`src/rtl/alb_pkg.sv`:
```
// Shared constants and operation encoding for the alb_unit datapath stage.
package alb_pkg;

   localparam int ALB_WIDTH = 10;

   typedef enum logic [1:0] {
      OP_NOR_OR = 2'b00,
      OP_ADD    = 2'b01,
      OP_XNOR   = 2'b10,
      OP_SUB    = 2'b11
   } alb_op_e;

endpackage

```
`src/rtl/alb_if.sv`:
```
// Operand/result bundle of alb_unit. The master drives operands, the slave (alb_unit) returns results.
interface alb_if
   import alb_pkg::*;
#(
   parameter int WIDTH = ALB_WIDTH,
   parameter int SHW   = $clog2(WIDTH)
);
   // Handshake: valid-only, no ready. A beat transfers on every rising edge where
   // in_valid=1; out_valid is in_valid delayed by one edge. Results hold while idle.
   logic             in_valid;
   logic [WIDTH-1:0] R;
   logic [WIDTH-1:0] S;
   logic             CI;
   logic [1:0]       sel;
   logic             normalize_en;

   logic             out_valid;
   logic [WIDTH-1:0] F;
   logic [WIDTH-1:0] normalized_F;
   logic [SHW-1:0]   shift;
   logic             CO;
   logic             VO;
   logic             NO;
   logic             ZO;

   modport master (
      output in_valid, R, S, CI, sel, normalize_en,
      input  out_valid, F, normalized_F, shift, CO, VO, NO, ZO
   );

   modport slave (
      input  in_valid, R, S, CI, sel, normalize_en,
      output out_valid, F, normalized_F, shift, CO, VO, NO, ZO
   );
endinterface

```
`src/rtl/alb_normalizer.sv`:
```
// Combinational leading-zero normalizer: shifts the input left until its MSB is set.
module normalizer #(
   parameter int WIDTH = 10,
   parameter int SHW   = $clog2(WIDTH)
) (
   input  logic [WIDTH-1:0] in,
   input  logic             enable,
   output logic [WIDTH-1:0] out,
   output logic [SHW-1:0]   shift
);
   logic [SHW-1:0] lz;
   logic           found;

   always_comb begin
      lz    = '0;
      found = 1'b0;
      for (int i = WIDTH - 1; i >= 0; i--) begin
         if (!found) begin
            if (in[i]) found = 1'b1;
            else       lz    = lz + SHW'(1);
         end
      end
      // An all-zero input leaves the value untouched and reports no shift.
      if (enable && found) begin
         out   = in << lz;
         shift = lz;
      end else begin
         out   = in;
         shift = '0;
      end
   end
endmodule

```
`src/rtl/alb_unit.sv`:
```
// Registered 10-bit arithmetic/logic stage with NZCV flags; the leading-zero
// normalizer on the result is built only when ALB_NORMALIZER_EN is defined.
module alb_unit
   import alb_pkg::*;
#(
   parameter int WIDTH = ALB_WIDTH,
   parameter int SHW   = $clog2(WIDTH)
) (
   input logic  clk,
   input logic  rst,
   alb_if.slave bus
);
   alb_op_e          op;
   logic [WIDTH-1:0] addend;
   logic [WIDTH:0]   sum;
   logic [WIDTH-1:0] f_next;
   logic             co_next;
   logic             vo_next;
   logic [WIDTH-1:0] norm_next;
   logic [SHW-1:0]   shift_next;

   assign op = alb_op_e'(bus.sel);

   // Subtract is R + ~S + CI, so overflow is judged on R and the inverted S.
   always_comb begin
      addend  = (op == OP_SUB) ? ~bus.S : bus.S;
      sum     = {1'b0, bus.R} + {1'b0, addend} + {{WIDTH{1'b0}}, bus.CI};
      f_next  = sum[WIDTH-1:0];
      co_next = sum[WIDTH];
      vo_next = (bus.R[WIDTH-1] == addend[WIDTH-1]) && (sum[WIDTH-1] != bus.R[WIDTH-1]);
      case (op)
         OP_NOR_OR: begin
            f_next  = ~bus.R | bus.S;
            co_next = 1'b0;
            vo_next = 1'b0;
         end
         OP_XNOR: begin
            f_next  = ~(bus.R ^ bus.S);
            co_next = 1'b0;
            vo_next = 1'b0;
         end
         default: ;
      endcase
   end

`ifdef ALB_NORMALIZER_EN
   normalizer #(.WIDTH(WIDTH), .SHW(SHW)) u_normalizer (
      .in     (f_next),
      .enable (bus.normalize_en),
      .out    (norm_next),
      .shift  (shift_next)
   );
`else
   wire unused_normalize_en = bus.normalize_en;
   assign norm_next  = f_next;
   assign shift_next = '0;
`endif

   always_ff @(posedge clk or posedge rst) begin
      if (rst) begin
         bus.out_valid    <= 1'b0;
         bus.F            <= '0;
         bus.normalized_F <= '0;
         bus.shift        <= '0;
         bus.CO           <= 1'b0;
         bus.VO           <= 1'b0;
         bus.NO           <= 1'b0;
         bus.ZO           <= 1'b0;
      end else begin
         bus.out_valid <= bus.in_valid;
         if (bus.in_valid) begin
            bus.F            <= f_next;
            bus.normalized_F <= norm_next;
            bus.shift        <= shift_next;
            bus.CO           <= co_next;
            bus.VO           <= vo_next;
            bus.NO           <= f_next[WIDTH-1];
            bus.ZO           <= (f_next == '0);
         end
      end
   end
endmodule

```
`src/flat_wrapper.sv`:
```
// flat-port wrapper written by rule: the top's interface ports become plain ports
module alb_unit_flat import alb_pkg::*;
#(
   parameter int WIDTH = ALB_WIDTH,
   parameter int SHW   = $clog2(WIDTH)
)
  (clk, rst, bus_in_valid, bus_R, bus_S, bus_CI, bus_sel, bus_normalize_en, bus_out_valid, bus_F, bus_normalized_F, bus_shift, bus_CO, bus_VO, bus_NO, bus_ZO);
  alb_if #(.WIDTH(WIDTH), .SHW(SHW)) bus_i ();
  input logic clk;
  input logic rst;
  input wire logic [$bits(bus_i.in_valid)-1:0] bus_in_valid;
  input wire logic [$bits(bus_i.R)-1:0] bus_R;
  input wire logic [$bits(bus_i.S)-1:0] bus_S;
  input wire logic [$bits(bus_i.CI)-1:0] bus_CI;
  input wire logic [$bits(bus_i.sel)-1:0] bus_sel;
  input wire logic [$bits(bus_i.normalize_en)-1:0] bus_normalize_en;
  output wire logic [$bits(bus_i.out_valid)-1:0] bus_out_valid;
  output wire logic [$bits(bus_i.F)-1:0] bus_F;
  output wire logic [$bits(bus_i.normalized_F)-1:0] bus_normalized_F;
  output wire logic [$bits(bus_i.shift)-1:0] bus_shift;
  output wire logic [$bits(bus_i.CO)-1:0] bus_CO;
  output wire logic [$bits(bus_i.VO)-1:0] bus_VO;
  output wire logic [$bits(bus_i.NO)-1:0] bus_NO;
  output wire logic [$bits(bus_i.ZO)-1:0] bus_ZO;
  assign bus_i.in_valid = bus_in_valid;
  assign bus_i.R = bus_R;
  assign bus_i.S = bus_S;
  assign bus_i.CI = bus_CI;
  assign bus_i.sel = bus_sel;
  assign bus_i.normalize_en = bus_normalize_en;
  assign bus_out_valid = bus_i.out_valid;
  assign bus_F = bus_i.F;
  assign bus_normalized_F = bus_i.normalized_F;
  assign bus_shift = bus_i.shift;
  assign bus_CO = bus_i.CO;
  assign bus_VO = bus_i.VO;
  assign bus_NO = bus_i.NO;
  assign bus_ZO = bus_i.ZO;
  alb_unit #(.WIDTH(WIDTH), .SHW(SHW)) u_core (.clk(clk), .rst(rst), .bus(bus_i));
endmodule
```
`config.mk`:
```
export PLATFORM = sky130hd
export DESIGN_NAME = alb_unit_flat
export DESIGN_NICKNAME = d
export VERILOG_FILES = /design/src/rtl/alb_pkg.sv /design/src/rtl/alb_if.sv /design/src/rtl/alb_normalizer.sv /design/src/rtl/alb_unit.sv /design/src/flat_wrapper.sv
export SDC_FILE = /design/constraint.sdc
export NUM_CORES = 1
export LEC_CHECK = 0
export BUFFER_PORTS_ARGS = -buffer_cell sky130_fd_sc_hd__buf_4
export CORE_UTILIZATION = 52
export CTS_BUF_LIST = sky130_fd_sc_hd__clkbuf_4 sky130_fd_sc_hd__clkbuf_8
export DETAILED_ROUTE_END_ITERATION = 10
export GPL_TIMING_DRIVEN = 1
export PLACE_DENSITY = 0.82
export SLEW_MARGIN = 15
export SYNTH_ARGS = -nofsm -noshare
export SYNTH_HDL_FRONTEND = slang
export SYNTH_SLANG_ARGS = --single-unit
```
`constraint.sdc`:
```
create_clock -name clk -period 0.9 [get_ports clk]
set_input_delay 0.09 -clock clk [delete_from_list [all_inputs] [get_ports clk]]
set_output_delay 0.09 -clock clk [all_outputs]
set_load 0.02 [all_outputs]
```
### Word-level counts from Yosys, hierarchy flattened

Cells that the tools add are included.
Widths: inputs -> output; s select.

* $add $sub $neg: 2
* $mul: 0
* div/mod/pow operators: 0
* $lt $le $gt $ge: 0
* equal/unequal tests: 4
* shift-type cells: 0
* mux-type cells: 4
* bitwise gates (word level): 5
* reductions and logical operators: 4

Operators with widths (count)
* $not 10->10: 3
* $pmux 10 s2: 1
* $add 10x10->11: 1
* $add 11x1->11: 1
* $logic_not 10->1: 1
* $mux 10: 1
* $or 10x10->10: 1
* $xor 10x10->10: 1
* $eq 2x2->1 const B: 2
* $logic_not 2->1: 1
* $mux 1: 2
* $reduce_or 2->1: 1
* $eq 1x1->1: 1
* $logic_and 1x1->1: 1
* $ne 1x1->1: 1

* flip-flop bits (word level): 15
* latch bits: 0
* memory bits (writable): 0
* memory bits (read-only): 0
* input bits: 27
* output and inout port bits: 29
* word-level logic and storage cells: 25
* memories: 0

### Longest topological paths before layout

* depth in word-level cells: 7
* mapped depth: 13
* mapped depth without buffers: 10

### Worst setup path before layout

No wires, ideal clock.

* path type: input to register
* start: in bus_sel[0]
* end: reg u_core.bus.F[8]
* library setup time: 0.125 ns
* data arrival time: 3.237 ns
* required time: 0.775 ns
* path slack: -2.462 ns
* stages on the path: 13
* path buffers: 3
* path through: clkbuf_1 -> buf_1 -> buf_2 -> nand2_1 -> xnor2_1 -> fa_1 -> fa_1 -> a211oi_1 -> o211ai_1 -> a21oi_1 -> xnor2_1 -> a21oi_1 -> mux2_2

* cells in the longest elaborated chain, start to end: 5
* elaborated cells on any way between the ends: 7

RTL lines
* start: declaration: line flat_wrapper.sv:15 `input wire logic [$bits(bus_i.sel)-1:0] bus_sel;`
* $eq 2x2->1: line alb_unit.sv:26 `addend = (op == OP_SUB) ? ~bus.S : bus.S;`
* $mux 10: line alb_unit.sv:26
* $add 10x10->11: line alb_unit.sv:27 `sum = {1'b0, bus.R} + {1'b0, addend} + {{WIDTH{1'b0}}, bus.CI};`
* $add 11x1->11: line alb_unit.sv:27
* $pmux 10 s2 (*): line alb_unit.sv:31 `case (op)`
* end signal: assignment: line alb_unit.sv:72 `bus.F <= f_next;`
* end: declaration: line alb_if.sv:33 `output out_valid, F, normalized_F, shift, CO, VO, NO, ZO`

Mark *: on every way between the ends. The rest lies on a longest branch, timed or not.
A chain may end at the register's enable or synchronous reset.

### Final worst setup path

* start: in bus_sel[0]
* end: reg u_core.bus.NO

* cells in the longest elaborated chain, start to end: 5
* elaborated cells on any way between the ends: 7

RTL lines
* $eq 2x2->1: line alb_unit.sv:26
* $mux 10: line alb_unit.sv:26
* $add 10x10->11: line alb_unit.sv:27
* $add 11x1->11: line alb_unit.sv:27
* $pmux 10 s2 (*): line alb_unit.sv:31
* end signal: assignment: line alb_unit.sv:77 `bus.NO <= f_next[WIDTH-1];`
* end: declaration: line alb_if.sv:33

Marks and branches as above.

==> impl_metrics.env <==
export IMPL_p_seq_frac=0.194
export IMPL_tns_ps=-17570
export IMPL_max_cap_viol_count=0
export IMPL_cp_max_fo=5
export IMPL_clkPwrFrac=0.118
export IMPL_setup_ws_ps=-1421
export IMPL_wl_per_cell_um=29.37
export IMPL_start_util=0.5421
export IMPL_nets=344
export IMPL_clock_latency_ps=330
export IMPL_ys_flop_type="dfrtp_1"
export IMPL_whs_endpoint="u_core.bus.out_valid"
export IMPL_violations="setup timing"
export IMPL_post_route_period_util=2.579
export IMPL_irDropWorstVdd_mv=0.9315
export IMPL_gr_usage_met1=0.5196
export IMPL_dieArea_sq_mm=0.003385
export IMPL_port_buffers=50
export IMPL_regToRegSetupSlack_ps=-120
export IMPL_drive_gt1_frac=0.5525
export IMPL_max_freq_mhz=430.8
export IMPL_hp_class="in2reg"
export IMPL_fin_crit_ps=2321
export IMPL_tightest_slew_ps=790.9
export IMPL_rr_endpoint="u_core.bus.F[8]"
export IMPL_grt_usage=0.4427
export IMPL_antenna_found_initial=0
export IMPL_ys_ff_latch=14
export IMPL_fp_dieH_um=58.19
export IMPL_slew_violations=0
export IMPL_core_sq_mm=0.003028
export IMPL_fp_row_count=20
export IMPL_critPathArrivalTime_ps=2560
export IMPL_io_pins=56
export IMPL_final_area_sq_mm=0.002948
export IMPL_grt_use_met2=0.7865
export IMPL_cp_end_kind="flip-flop"
export IMPL_grt_pass1_vias=2057
export IMPL_placed_area_sq_mm=0.002340
export IMPL_ant_nets=0
export IMPL_pre_cts_ws_ps=-1670
export IMPL_seq_area_frac_synth=0.2134
export IMPL_synth_warnings=0
export IMPL_cts_sinks=14
export IMPL_internal_power_w=0.002517
export IMPL_worstHoldStart="bus_in_valid"
export IMPL_postSynthCellCount=193
export IMPL_worstReg2RegStart="u_core.bus.F[8]"
export IMPL_fillers=45
export IMPL_p_leak_nw=1.396
export IMPL_p_sw_frac=0.4537
export IMPL_fin_util=0.9736
export IMPL_diodes=0
export IMPL_cellPowerDensity_mw_per_mm2=1563
export IMPL_vias=2509
export IMPL_synth_cell_types=48
export IMPL_grt_max_degree=29
export IMPL_synth_async_reset_ratio=1.000
export IMPL_cts_tree="built"
export IMPL_p_comb_frac=0.688
export IMPL_start_kind="input port"
export IMPL_avgSynthCellArea_sq_um=8.506
export IMPL_overflow=0
export IMPL_top_usage_layer="met2"
export IMPL_clk_pin_slew_ps=130
export IMPL_root_buffer="clkbuf_4"
export IMPL_rsz0062_at_grt="yes"
export IMPL_drt_first_pass_iters=7
export IMPL_die_w_um=58.19
export IMPL_hold_viol_final=0
export IMPL_routed_wl_mm=9.957
export IMPL_drt_initial_drc_count=432
export IMPL_fin_skew_ps=0
export IMPL_whs_path_depth=2
export IMPL_mostFrequentLayoutCells="buf_4, buf_6, inv_1"
export IMPL_switchingPower_w=0.002090
export IMPL_final_common_cell="buf_4"
export IMPL_synth_edff_count=0
export IMPL_area_growth_pct=79.57
export IMPL_vias_per_cell=7.401
export IMPL_cp_data_required_time_ps=1140
export IMPL_rr_worst_depth=2
export IMPL_clockBufferDepth=2
export IMPL_dp_hpwl_mm=3.339
export IMPL_worstSetupPathType="in2reg"
export IMPL_outcome="finished, violations left"
export IMPL_maxSlewHeadroom=0.4696
export IMPL_drc=0
export IMPL_grt_pass1_wl_mm=10.91
export IMPL_ctsHtreeMaxLevel=1
export IMPL_cts_made_buffers=3
export IMPL_syn_area_sq_mm=0.001642
export IMPL_gp_congestion=0.8297
export IMPL_groute_layer_met3_usage=0.06473
export IMPL_setup_violations_final=38
==> worst max-delay path by stage <==
stage / startpoint / end / slack [ps] / cells past startpoint
2_1_floorplan: bus_sel[0] / u_core.bus.F[8] / -1740 / 13
3_3_place_gp: bus_sel[1] / u_core.bus.ZO / -1530 / 11
3_5_place_dp: bus_sel[1] / u_core.bus.ZO / -1670 / 11
4_1_cts: bus_sel[0] / u_core.bus.ZO / -1230 / 12
5_1_grt: bus_sel[0] / u_core.bus.F[2] / -1410 / 14
6_report: bus_sel[0] / u_core.bus.NO / -1420 / 11
==> state kept, by name, summed over array words and instances (netlist names) <==
| signal | count |
|---|---|
| u_core.bus.out_valid | 1 |
| u_core.bus.CO | 1 |
| u_core.bus.NO | 1 |
| u_core.bus.F | 9 |
| u_core.bus.VO | 1 |
| u_core.bus.ZO | 1 |
==> through the flow <==
stage                     hold WS [ps]  std cells  total power (W)
after floorplan                 -20.78        196         0.002067
after global placement           98.80        310         0.002712
after detailed placement         102.6        310         0.002774
after CTS                        177.5        334         0.003799
after global routing             147.4        339         0.004633
final                            136.3        339         0.004607
==> power groups by stage <==
stage / registers [W] / clock network [W] / logic, W
2_1_floorplan: 0.000936 / 0 / 0.00113
3_3_place_gp: 0.000818 / 0 / 0.00189
3_5_place_dp: 0.000822 / 0 / 0.00195
4_1_cts: 0.000839 / 0.000452 / 0.00251
5_1_grt: 0.000883 / 0.000539 / 0.00321
6_report: 0.000892 / 0.000544 / 0.00317
==> routing by layer <==
metal  share of wire  vias to the layer above  routed length (um)
met2            0.40                      353                3969
met5               0                        -                   0
li1                -                      865                   -
met3            0.16                      155                1551
met4            0.13                        0                1305
met1            0.31                     1136                3130
==> area by class of cell <==
type / instances / area (sq um) / share of cell area
tap: 44 / 55.05 / 0.01868
clock buffer: 4 / 36.28 / 0.01231
inverter: 20 / 75.07 / 0.02547
timing repair buffer: 119 / 1062 / 0.3604
sequential: 14 / 350.3 / 0.1188
multi-input combinational: 138 / 1369 / 0.4643
==> cell usage after synthesis (all sizes together), types with 2 or more instances <==
master / number / area (sq um)
nand2: 10 / 37.54
xor2: 2 / 17.52
clkbuf: 4 / 15.01
dfrtp: 14 / 350.3
o221ai: 2 / 17.52
nand4: 2 / 12.51
and2: 2 / 15.02
a31oi: 2 / 12.51
nor2: 12 / 45.04
nor2b: 4 / 25.02
ha: 19 / 237.7
mux2: 3 / 33.78
o21a: 4 / 30.03
or3: 3 / 18.77
inv: 20 / 75.07
a21oi: 11 / 55.05
mux2i: 6 / 60.06
buf: 20 / 141.4
fa: 2 / 40.04
xnor2: 11 / 96.34
o32ai: 2 / 25.03
o21ai: 7 / 35.03
a211oi: 4 / 30.03
a311oi: 3 / 32.53
nand3: 3 / 15.01
nor3: 3 / 20.02
o211ai: 4 / 30.03
==> critical path: stages <==
cell	delay [ps]
buf_8	90
nand2_8	60
buf_12	140
buf_8	130
xnor2_1	220
ha_1	350
a21oi_1	270
o21ai_1	210
or3_1	410
a31o_1	300
mux2_4	280
==> timing repair <==
action	CTS	global route
endpoints found under the hold margin	14	0
endpoints found under the setup margin	37	38
pin swaps	31	13
hold buffers	1	0
setup buffers	25	5
resized for setup	67	16
==> kinds of logic (layout without fill, tap and decap cells) <==
family | after synthesis | in the layout | share of synthesized area
buffers and inverters | 44 | 143 | 0.1410
multiplexers | 9 | 9 | 0.05716
other | 1 | 4 | 0.002284
AND/OR/NAND/NOR | 45 | 45 | 0.1463
AO/OA/AOI/OAI | 46 | 46 | 0.2012
XOR/XNOR | 13 | 13 | 0.06936
adder cells (fa/ha/maj) | 21 | 21 | 0.1692
flip-flops | 14 | 14 | 0.2134
No activity file was read; power rests on OpenSTA's default activity.
